`src/rtl/otter_lsu_split_if.sv`:
```
// rtl/otter_lsu_split_if.sv - CPU request/response and memory port 2 bundle for otter_lsu_split
interface otter_lsu_split_if;
  logic        REQ_VALID;
  logic        REQ_READY;
  logic [31:0] REQ_ADDR;
  logic        REQ_WRITE;
  logic [1:0]  REQ_SIZE;
  logic        REQ_SIGN;
  logic [31:0] REQ_WDATA;

  logic        RSP_VALID;
  logic [31:0] RSP_RDATA;
  logic        RSP_ERR;

  logic [31:0] MEM_ADDR2;
  logic [31:0] MEM_DIN2;
  logic        MEM_WRITE2;
  logic        MEM_READ2;
  logic [1:0]  MEM_SIZE;
  logic        MEM_SIGN;
  logic [31:0] MEM_DOUT2;

  // The load/store unit side: takes CPU requests, drives memory port 2
  modport master (
    input  REQ_VALID, REQ_ADDR, REQ_WRITE, REQ_SIZE, REQ_SIGN, REQ_WDATA,
    input  MEM_DOUT2,
    output REQ_READY, RSP_VALID, RSP_RDATA, RSP_ERR,
    output MEM_ADDR2, MEM_DIN2, MEM_WRITE2, MEM_READ2, MEM_SIZE, MEM_SIGN
  );

  // The environment side: CPU stage plus memory
  modport slave (
    output REQ_VALID, REQ_ADDR, REQ_WRITE, REQ_SIZE, REQ_SIGN, REQ_WDATA,
    output MEM_DOUT2,
    input  REQ_READY, RSP_VALID, RSP_RDATA, RSP_ERR,
    input  MEM_ADDR2, MEM_DIN2, MEM_WRITE2, MEM_READ2, MEM_SIZE, MEM_SIGN
  );
endinterface

```
`src/rtl/otter_lsu_split.sv`:
```
// rtl/otter_lsu_split.sv - OTTER data-port LSU splitting word-crossing accesses; LSU_MISALIGN_TRAP_EN faults them instead
module otter_lsu_split #(
  parameter logic [31:0] IO_BASE = 32'h11000000
) (
  input logic               CLK,
  input logic               RST_N,
  otter_lsu_split_if.master bus
);

  typedef enum logic [1:0] {
    IDLE     = 2'd0,
    RESP     = 2'd1,
    LD_LO    = 2'd2,
    ST_BYTES = 2'd3
  } state_t;

  state_t state_q, state_d;
  logic   write_q, write_d;
  logic   err_q, err_d;
  logic   req_is_mis;

`ifndef LSU_MISALIGN_TRAP_EN
  logic [31:0] addr_q, addr_d;
  logic [31:0] wdata_q, wdata_d;
  logic [31:0] lo_q, lo_d;
  logic [1:0]  size_q, size_d;
  logic [1:0]  cnt_q, cnt_d;
  logic        sign_q, sign_d;
  logic        split_q, split_d;
  logic [1:0]  byte_idx;
  logic [7:0]  st_byte;
  logic [31:0] merge_word;
  logic [31:0] merged;
`endif

  // A request crosses a word boundary only below the MMIO window; MMIO is never split
  assign req_is_mis = (bus.REQ_ADDR < IO_BASE) &&
                      (((bus.REQ_SIZE == 2'd1) && (bus.REQ_ADDR[1:0] == 2'd3)) ||
                       ((bus.REQ_SIZE == 2'd2) && (bus.REQ_ADDR[1:0] != 2'd0)));

`ifndef LSU_MISALIGN_TRAP_EN
  // Split datapath: current store byte and the merged/extended load word
  always_comb begin
    // cnt_q counts remaining bytes, so for a word the byte index is 4-cnt (mod 4)
    byte_idx   = (size_q == 2'd2) ? (2'd0 - cnt_q) : 2'd1;
    st_byte    = wdata_q[{byte_idx, 3'b000} +: 8];
    merge_word = 32'({bus.MEM_DOUT2, lo_q} >> {addr_q[1:0], 3'b000});
    if (size_q == 2'd2) begin
      merged = merge_word;
    end else begin
      merged = {{16{merge_word[15] & ~sign_q}}, merge_word[15:0]};
    end
  end
`endif

  // Next state, memory port drive and response generation
  always_comb begin
    state_d = state_q;
    write_d = write_q;
    err_d   = err_q;
`ifndef LSU_MISALIGN_TRAP_EN
    addr_d  = addr_q;
    wdata_d = wdata_q;
    lo_d    = lo_q;
    size_d  = size_q;
    cnt_d   = cnt_q;
    sign_d  = sign_q;
    split_d = split_q;
`endif
    bus.REQ_READY  = 1'b0;
    bus.RSP_VALID  = 1'b0;
    bus.RSP_RDATA  = 32'h0;
    bus.RSP_ERR    = 1'b0;
    bus.MEM_ADDR2  = 32'h0;
    bus.MEM_DIN2   = 32'h0;
    bus.MEM_WRITE2 = 1'b0;
    bus.MEM_READ2  = 1'b0;
    bus.MEM_SIZE   = 2'd0;
    bus.MEM_SIGN   = 1'b0;

    case (state_q)
      IDLE: begin
        bus.REQ_READY = 1'b1;
        if (bus.REQ_VALID) begin
          write_d = bus.REQ_WRITE;
          err_d   = (bus.REQ_SIZE == 2'd3);
          state_d = RESP;
`ifndef LSU_MISALIGN_TRAP_EN
          addr_d  = bus.REQ_ADDR;
          wdata_d = bus.REQ_WDATA;
          size_d  = bus.REQ_SIZE;
          sign_d  = bus.REQ_SIGN;
          split_d = 1'b0;
`endif
          if (req_is_mis) begin
`ifdef LSU_MISALIGN_TRAP_EN
            err_d = 1'b1;
`else
            if (bus.REQ_WRITE) begin
              // Byte 0 goes out now; the rest follow one per cycle
              bus.MEM_ADDR2  = bus.REQ_ADDR;
              bus.MEM_SIZE   = 2'd0;
              bus.MEM_DIN2   = {24'h0, bus.REQ_WDATA[7:0]};
              bus.MEM_WRITE2 = 1'b1;
              cnt_d          = (bus.REQ_SIZE == 2'd2) ? 2'd3 : 2'd1;
              state_d        = ST_BYTES;
            end else begin
              bus.MEM_ADDR2 = {bus.REQ_ADDR[31:2], 2'b00};
              bus.MEM_SIZE  = 2'd2;
              bus.MEM_READ2 = 1'b1;
              split_d       = 1'b1;
              state_d       = LD_LO;
            end
`endif
          end else begin
            bus.MEM_ADDR2 = bus.REQ_ADDR;
            bus.MEM_SIZE  = bus.REQ_SIZE;
            bus.MEM_SIGN  = bus.REQ_SIGN;
            bus.MEM_DIN2  = bus.REQ_WDATA;
            // Illegal size carries its fields but never strobes memory
            if (bus.REQ_SIZE != 2'd3) begin
              bus.MEM_WRITE2 = bus.REQ_WRITE;
              bus.MEM_READ2  = ~bus.REQ_WRITE;
            end
          end
        end
      end

      RESP: begin
        bus.RSP_VALID = 1'b1;
        bus.RSP_ERR   = err_q;
        if (!err_q && !write_q) begin
`ifdef LSU_MISALIGN_TRAP_EN
          bus.RSP_RDATA = bus.MEM_DOUT2;
`else
          bus.RSP_RDATA = split_q ? merged : bus.MEM_DOUT2;
`endif
        end
        state_d = IDLE;
      end

`ifndef LSU_MISALIGN_TRAP_EN
      LD_LO: begin
        // Low word arrives now; fetch the next word, wrapping at the top of memory
        lo_d          = bus.MEM_DOUT2;
        bus.MEM_ADDR2 = {addr_q[31:2], 2'b00} + 32'd4;
        bus.MEM_SIZE  = 2'd2;
        bus.MEM_READ2 = 1'b1;
        state_d       = RESP;
      end

      ST_BYTES: begin
        bus.MEM_ADDR2  = addr_q + {30'h0, byte_idx};
        bus.MEM_SIZE   = 2'd0;
        bus.MEM_DIN2   = {24'h0, st_byte};
        bus.MEM_WRITE2 = 1'b1;
        cnt_d          = cnt_q - 2'd1;
        if (cnt_q == 2'd1) begin
          state_d = RESP;
        end
      end
`endif

      default: begin
        state_d = IDLE;
      end
    endcase
  end

  // State and request registers, cleared asynchronously
  always_ff @(posedge CLK or negedge RST_N) begin
    if (!RST_N) begin
      state_q <= IDLE;
      write_q <= 1'b0;
      err_q   <= 1'b0;
`ifndef LSU_MISALIGN_TRAP_EN
      addr_q  <= 32'h0;
      wdata_q <= 32'h0;
      lo_q    <= 32'h0;
      size_q  <= 2'd0;
      cnt_q   <= 2'd0;
      sign_q  <= 1'b0;
      split_q <= 1'b0;
`endif
    end else begin
      state_q <= state_d;
      write_q <= write_d;
      err_q   <= err_d;
`ifndef LSU_MISALIGN_TRAP_EN
      addr_q  <= addr_d;
      wdata_q <= wdata_d;
      lo_q    <= lo_d;
      size_q  <= size_d;
      cnt_q   <= cnt_d;
      sign_q  <= sign_d;
      split_q <= split_d;
`endif
    end
  end

endmodule

```
`src/flat_wrapper.sv`:
```
// flat-port wrapper written by rule: the top's interface ports become plain ports
module otter_lsu_split_flat 
#(
  parameter logic [31:0] IO_BASE = 32'h11000000
)
  (CLK, RST_N, bus_REQ_VALID, bus_REQ_ADDR, bus_REQ_WRITE, bus_REQ_SIZE, bus_REQ_SIGN, bus_REQ_WDATA, bus_MEM_DOUT2, bus_REQ_READY, bus_RSP_VALID, bus_RSP_RDATA, bus_RSP_ERR, bus_MEM_ADDR2, bus_MEM_DIN2, bus_MEM_WRITE2, bus_MEM_READ2, bus_MEM_SIZE, bus_MEM_SIGN);
  otter_lsu_split_if bus_i ();
  input logic CLK;
  input logic RST_N;
  input wire logic [$bits(bus_i.REQ_VALID)-1:0] bus_REQ_VALID;
  input wire logic [$bits(bus_i.REQ_ADDR)-1:0] bus_REQ_ADDR;
  input wire logic [$bits(bus_i.REQ_WRITE)-1:0] bus_REQ_WRITE;
  input wire logic [$bits(bus_i.REQ_SIZE)-1:0] bus_REQ_SIZE;
  input wire logic [$bits(bus_i.REQ_SIGN)-1:0] bus_REQ_SIGN;
  input wire logic [$bits(bus_i.REQ_WDATA)-1:0] bus_REQ_WDATA;
  input wire logic [$bits(bus_i.MEM_DOUT2)-1:0] bus_MEM_DOUT2;
  output wire logic [$bits(bus_i.REQ_READY)-1:0] bus_REQ_READY;
  output wire logic [$bits(bus_i.RSP_VALID)-1:0] bus_RSP_VALID;
  output wire logic [$bits(bus_i.RSP_RDATA)-1:0] bus_RSP_RDATA;
  output wire logic [$bits(bus_i.RSP_ERR)-1:0] bus_RSP_ERR;
  output wire logic [$bits(bus_i.MEM_ADDR2)-1:0] bus_MEM_ADDR2;
  output wire logic [$bits(bus_i.MEM_DIN2)-1:0] bus_MEM_DIN2;
  output wire logic [$bits(bus_i.MEM_WRITE2)-1:0] bus_MEM_WRITE2;
  output wire logic [$bits(bus_i.MEM_READ2)-1:0] bus_MEM_READ2;
  output wire logic [$bits(bus_i.MEM_SIZE)-1:0] bus_MEM_SIZE;
  output wire logic [$bits(bus_i.MEM_SIGN)-1:0] bus_MEM_SIGN;
  assign bus_i.REQ_VALID = bus_REQ_VALID;
  assign bus_i.REQ_ADDR = bus_REQ_ADDR;
  assign bus_i.REQ_WRITE = bus_REQ_WRITE;
  assign bus_i.REQ_SIZE = bus_REQ_SIZE;
  assign bus_i.REQ_SIGN = bus_REQ_SIGN;
  assign bus_i.REQ_WDATA = bus_REQ_WDATA;
  assign bus_i.MEM_DOUT2 = bus_MEM_DOUT2;
  assign bus_REQ_READY = bus_i.REQ_READY;
  assign bus_RSP_VALID = bus_i.RSP_VALID;
  assign bus_RSP_RDATA = bus_i.RSP_RDATA;
  assign bus_RSP_ERR = bus_i.RSP_ERR;
  assign bus_MEM_ADDR2 = bus_i.MEM_ADDR2;
  assign bus_MEM_DIN2 = bus_i.MEM_DIN2;
  assign bus_MEM_WRITE2 = bus_i.MEM_WRITE2;
  assign bus_MEM_READ2 = bus_i.MEM_READ2;
  assign bus_MEM_SIZE = bus_i.MEM_SIZE;
  assign bus_MEM_SIGN = bus_i.MEM_SIGN;
  otter_lsu_split #(.IO_BASE(IO_BASE)) u_core (.CLK(CLK), .RST_N(RST_N), .bus(bus_i));
endmodule
```
`config.mk`:
```
export PLATFORM = sky130hd
export DESIGN_NAME = otter_lsu_split_flat
export DESIGN_NICKNAME = d
export VERILOG_FILES = /design/src/rtl/otter_lsu_split_if.sv /design/src/rtl/otter_lsu_split.sv /design/src/flat_wrapper.sv
export SDC_FILE = /design/constraint.sdc
export NUM_CORES = 1
export LEC_CHECK = 0
export CAP_MARGIN = 20
export CORE_UTILIZATION = 40
export DETAILED_ROUTE_END_ITERATION = 7
export GPL_ROUTABILITY_DRIVEN = 0
export GPL_TIMING_DRIVEN = 0
export PLACE_DENSITY = 0.68
export SLEW_MARGIN = 15
export SYNTH_ARGS = -nofsm -noshare
export SYNTH_HDL_FRONTEND = slang
export SYNTH_SLANG_ARGS = --single-unit
```
`constraint.sdc`:
```
create_clock -name CLK -period 9.2 [get_ports CLK]
set_input_delay 2.76 -clock CLK [delete_from_list [all_inputs] [get_ports CLK]]
set_output_delay 2.76 -clock CLK [all_outputs]
set_load 0.005 [all_outputs]
```
==> results of run 1 <==
power by group:
group / internal, W / switching [W] / total, W
registers: 0.000668 / 0.000171 / 0.000839
clock network: 0.000249 / 0.000185 / 0.000434
logic: 0.000649 / 0.000736 / 0.00139
registers in the layout, summed over array words and instances (netlist names):
name	cells
u_core.sign_q	1
u_core.write_q	1
u_core.addr_q	32
u_core.wdata_q	32
u_core.cnt_q	2
u_core.state_q	2
u_core.lo_q	32
u_core.size_q	2
u_core.split_q	1
u_core.err_q	1
routing by layer:
layer / part of all wire / vias to the layer above
li1: - / 3631
met1: 0.42 / 3605
met2: 0.47 / 398
met3: 0.084 / 50
met4: 0.032 / 0
met5: 0 / -
critical path, stage by stage:
cell and delay, ps:
clkdlybuf4s50_1 490, o41ai_2 910, nand4b_1 360, clkbuf_1 360
a32oi_1 270, nor2_1 60, clkdlybuf4s50_1 540
cell families (layout without fill, tap and decap cells):
logic type                 count (synthesis)  in the layout  share of synthesized area
AOI/OAI and AO/OA                        166            166                      0.134
xor gates and xnor gates                  18             18                     0.0205
adders and majority gates                 10             10                     0.0173
buffers and inverters                     94            317                     0.0497
DFF                                      106            106                      0.346
muxes                                     99             99                      0.188
and+or+nand+nor                          399            399                      0.245
through the flow:
stage	total power [W]	area (um^2)
final	0.00266	10400
after global routing	0.00284	10400
after CTS	0.00266	10400
after detailed placement	0.00222	10100
after global placement	0.00219	10000
after floorplan	0.00168	7680
area by class of cell:
| type | count | area share |
|---|---|---|
| well taps | 234 | 0.0282 |
| repair buffers | 207 | 0.201 |
| plain buffers | 74 | 0.0295 |
| clock inverters | 5 | 0.00819 |
| flip-flops and latches | 106 | 0.255 |
| multi-input cells | 692 | 0.447 |
| clock buffers | 11 | 0.0234 |
| inverters | 20 | 0.00723 |
cell usage in the layout, fill, tap and decap left out, drive strengths merged, types with 3 or more instances in the layout:
master / count
mux2i: 27
mux2: 40
nor4: 11
clkdlybuf4s50: 205
or4: 5
a222oi: 6
inv: 22
nand3: 21
ha: 9
xnor2: 6
and4: 5
a31oi: 16
a311o: 4
a22oi: 4
a21oi: 51
o31a: 4
nor2: 41
nand2: 226
a41oi: 3
clkbuf: 56
nor3: 16
dfrtp: 106
mux4: 32
o211ai: 10
o21ai: 49
and3: 25
xor2: 12
and2: 5
buf: 31
nand4b: 3
nand2b: 21
nand4: 12
final timing paths:
check	end	startpoint	slack, ps
min in group asynchronous	u_core.lo_q[28]	RST_N	2320
min reg2reg	u_core.wdata_q[21]	u_core.wdata_q[21]	480
max	bus_MEM_ADDR2[1]	bus_REQ_ADDR[27]	690
max reg2reg	u_core.addr_q[19]	u_core.state_q[1]	6390
max in group asynchronous	u_core.cnt_q[1]	RST_N	6210
min	u_core.wdata_q[21]	u_core.wdata_q[21]	480
==> impl_metrics.ini, run 1 <==
[worst_setup_path]
critPathMaxFanout = 10
crit_type = in2out
cp.arrival_ps = 5750
crit_path_end_kind = output port
startpoint_type = primary input
crit_required_ps = 6440
reg2reg_depth = 8

[synthesis]
synthArstFlopShare = 1.00
ys_top_cells_by_count = 226 x nand2_1, 106 x dfrtp_1, 51 x a21oi_1
synth-seq-area-share = 0.346
synth_cell_types = 57
synth_enable_flop_cells = 0
ys_seq_elements = 106
synth_area_per_cell_um2 = 8.61
syn_area_um2 = 7680
ys.flop_type = dfrtp_1
syn_inst = 892
yosys_warnings = 0
synth_top_area_frac = 0.346
synth_area_leader_cell = dfrtp_1
synth_nets = 1005
synth_area_leaders = dfrtp_1 35%, nand2_1 11%, mux4_2 9.4%
synthMostInstantiatedCell = nand2_1

[route]
drtIter0Drc = 631
ant_nets = 0
drc = 0
wl_um = 26000
wl_per_cell_um = 19.3
routed_via_density = 5.70
num_vias = 7684
firstDrtPassIters = 5

[timing]
layout_setup_ws_ps = 687
final-setup-viol-count = 0
skew_ps = 7.69
holdWs_ps = 475
maxSlewHeadroom = 0.304
drv_slew = 0
worst_pin_slew_ps = 1040
fin_setup_tns_ps = 0
rsz0062_at_grt = no
fmaxAchievable_mhz = 117
post-route-min-period_ps = 8510
hold_viol = 0
period_share = 0.925

[layout]
nFillCells = 1748
fin_nets = 1223
syn_to_final_growth_pct = 35.3
n_antenna_cell = 0
post-route-util = 0.553
multi_input_comb_area_um2 = 4640
drive_gt1_frac = 0.103
layout.cells.non_filler = 1349
regArea_um2 = 2650

[min_path]
min_path_type = reg2reg
whs_path_depth = 2

[cts]
clk_latency_ps = 360
clock-root-buffer = clkbuf_16
ctsResizeCount = 0
cts.path.max_buffers = 2
postCtsSetupBuffers = 0
cts_inserted_buffers = 9
clock-sinks = 106
cts_tree = built
cts_hold_buf = 0
htree_levels = 3
path_clk_slew_ps = 70

[power_and_ir_drop]
p_per_area_nw_per_um2 = 256
leakage_nw = 4.38
peakVddDrop_v = 0.000116

[flow_run]
maxCapViolCount = 0

[floorplan]
die_height_um = 141
coreArea_um2 = 18800
num_rows = 50
start_util = 0.409
io_pins = 207
die_area_um2 = 19700
die_w_um = 141

[global_route]
grt_pass1_wl_um = 40800
antenna_found_initial = 0
first_global_vias = 7633
use_met3 = 0.0526
grt_use_met2 = 0.442
use_met1 = 0.345
overflow = 0
grt_usage = 0.267
busiest_layer = met2
grt_max_degree = 61

[placed_design]
dpl_worst_slack_ps = 747
place_inst = 1333
io_buffer_count = 206
hpwl_um = 19900

[outcome]
status = finished, final reports clean
Power figures use the tool's default switching activity.
==> run 2: changes to the inputs <==
Settings changed: CORE_ASPECT_RATIO set to 0.7.
Clock period 9.2 ns to 9.4 ns, I/O delays scaled along.
==> run 2 against run 1 <==
Highest routed layer is now met5. Sequential power decreased by 2%. Routed wire length increased by 6.6%. First-iteration DRC count increased by 31%. Critical path type unchanged.
==> impl_metrics.ini, run 2 (synthesis gave the netlist of run 1 again) <==
[timing]
hold_viol = 0
maxSlewHeadroom = 0.378
worst_pin_slew_ps = 933
skew_ps = 9.80
period_share = 0.919
final-setup-viol-count = 0
fmaxAchievable_mhz = 116
rsz0062_at_grt = no
holdWs_ps = 475
layout_setup_ws_ps = 758
fin_setup_tns_ps = 0
post-route-min-period_ps = 8640
drv_slew = 0

[layout]
layout_commonest_cell = nand2_1
syn_to_final_growth_pct = 35.2
reg.largest.list = u_core.addr_q (32), u_core.lo_q (32), u_core.wdata_q (32)
drive_gt1_frac = 0.104
n_antenna_cell = 0
nFillCells = 1700
final_cell_mix = 226 x nand2_1, 205 x clkdlybuf4s50_1, 106 x dfrtp_1
fin_nets = 1223

[worst_setup_path]
crit_path_end_kind = output port
crit_type = in2out
critPathMaxFanout = 10
r2r_slack_ps = 6440
startpoint_type = primary input
cp.arrival_ps = 5820
crit_required_ps = 6580

[placed_design]
dpl_worst_slack_ps = 847
hpwl_um = 20900
io_buffer_count = 206

[power_and_ir_drop]
leakage_nw = 4.37
peakVddDrop_v = 0.000144
p_per_area_nw_per_um2 = 254

[floorplan]
die_height_um = 118
die_w_um = 168
coreArea_um2 = 18400
start_util = 0.417
num_rows = 41
die_area_um2 = 19800
io_pins = 207

[cts]
htree_levels = 3
cts_hold_buf = 0
clock-sinks = 106
postCtsSetupBuffers = 0
path_clk_slew_ps = 70
clock-root-buffer = clkbuf_16
cts_tree = built
cts.path.max_buffers = 2
clk_latency_ps = 360
ctsResizeCount = 0
cts_inserted_buffers = 9

[route]
firstDrtPassIters = 6
wl_per_cell_um = 20.5
wl_um = 27700
routed_via_density = 5.83
ant_nets = 0
drtIter0Drc = 825
drc = 0
num_vias = 7870

[global_route]
grt_usage = 0.280
grt_max_degree = 82
overflow = 0
grt_pass1_wl_um = 43000
antenna_found_initial = 1
first_global_vias = 7635

[outcome]
status = finished, final reports clean

[min_path]
min_path_type = reg2reg

[flow_run]
maxCapViolCount = 0
-- run 2: per-layer routing --
| layer | GRT usage | part of all wire | vias to the layer above |
|---|---|---|---|
| met4 | 0.0763 | 0.018 | 2 |
| li1 | - | - | 3633 |
| met1 | 0.412 | 0.45 | 3792 |
| met5 | 0 | 0.00040 | - |
| met2 | 0.414 | 0.43 | 411 |
| met3 | 0.0578 | 0.098 | 32 |
-- run 2: path summary, 6_finish.rpt --
kind,start,end,cells past startpoint
max,bus_REQ_VALID,bus_MEM_ADDR2[31],7
min,u_core.wdata_q[6],u_core.wdata_q[6],2
max reg2reg,u_core.state_q[0],u_core.addr_q[19],8
min reg2reg,u_core.wdata_q[6],u_core.wdata_q[6],2
max in group asynchronous,RST_N,u_core.wdata_q[7],2
min in group asynchronous,RST_N,u_core.lo_q[5],1
-- run 2: area by class of cell --
| cell class | count | area (um^2) | share of cell area |
|---|---|---|---|
| plain buffers | 74 | 307 | 0.0295 |
| inverters | 20 | 75.1 | 0.00724 |
| multi-input cells | 692 | 4640 | 0.447 |
| repair buffers | 207 | 2090 | 0.202 |
| flip-flops and latches | 106 | 2650 | 0.256 |
| well taps | 236 | 295 | 0.0285 |
| clock buffers | 9 | 225 | 0.0217 |
| clock inverters | 7 | 87.6 | 0.00844 |
-- run 2: power breakdown --
group          internal (W)  switching [W]
clock              0.000214       0.000198
combinational      0.000636       0.000766
sequential         0.000653       0.000173
total               0.00150        0.00114
-- run 2: critical path: stages --
cell and delay, ps:
clkdlybuf4s50_1 550, and2_1 170, clkbuf_1 450, clkbuf_1 550
nand2_1 170, a221oi_1 510, clkdlybuf4s50_1 600
-- run 2: stage by stage --
step / instances / area [um^2] / util / total power (W)
2_1_floorplan: 892 / 7680 / - / 0.00164
3_3_place_gp: 1334 / 10000 / 0.545 / 0.00218
3_5_place_dp: 1335 / 10100 / 0.546 / 0.00221
4_1_cts: 1351 / 10400 / 0.563 / 0.00263
5_1_grt: 1351 / 10400 / 0.563 / 0.00280
6_report: 1351 / 10400 / 0.563 / 0.00264
==> run 3: changes to the inputs <==
Settings changed: CORE_ASPECT_RATIO 0.7 to unset.
==> results of run 3 <==
The final DEF is identical to that of run 1. Status: finished, final reports clean.
Among the figures that moved: setup slack after placement 747 ps -> 827 ps; setup slack after layout 687 ps -> 767 ps; register-to-register setup slack 6390 ps -> 6590 ps; total power 0.00266 W -> 0.00260 W; worst IR drop on VDD 0.000116 V -> 0.000114 V
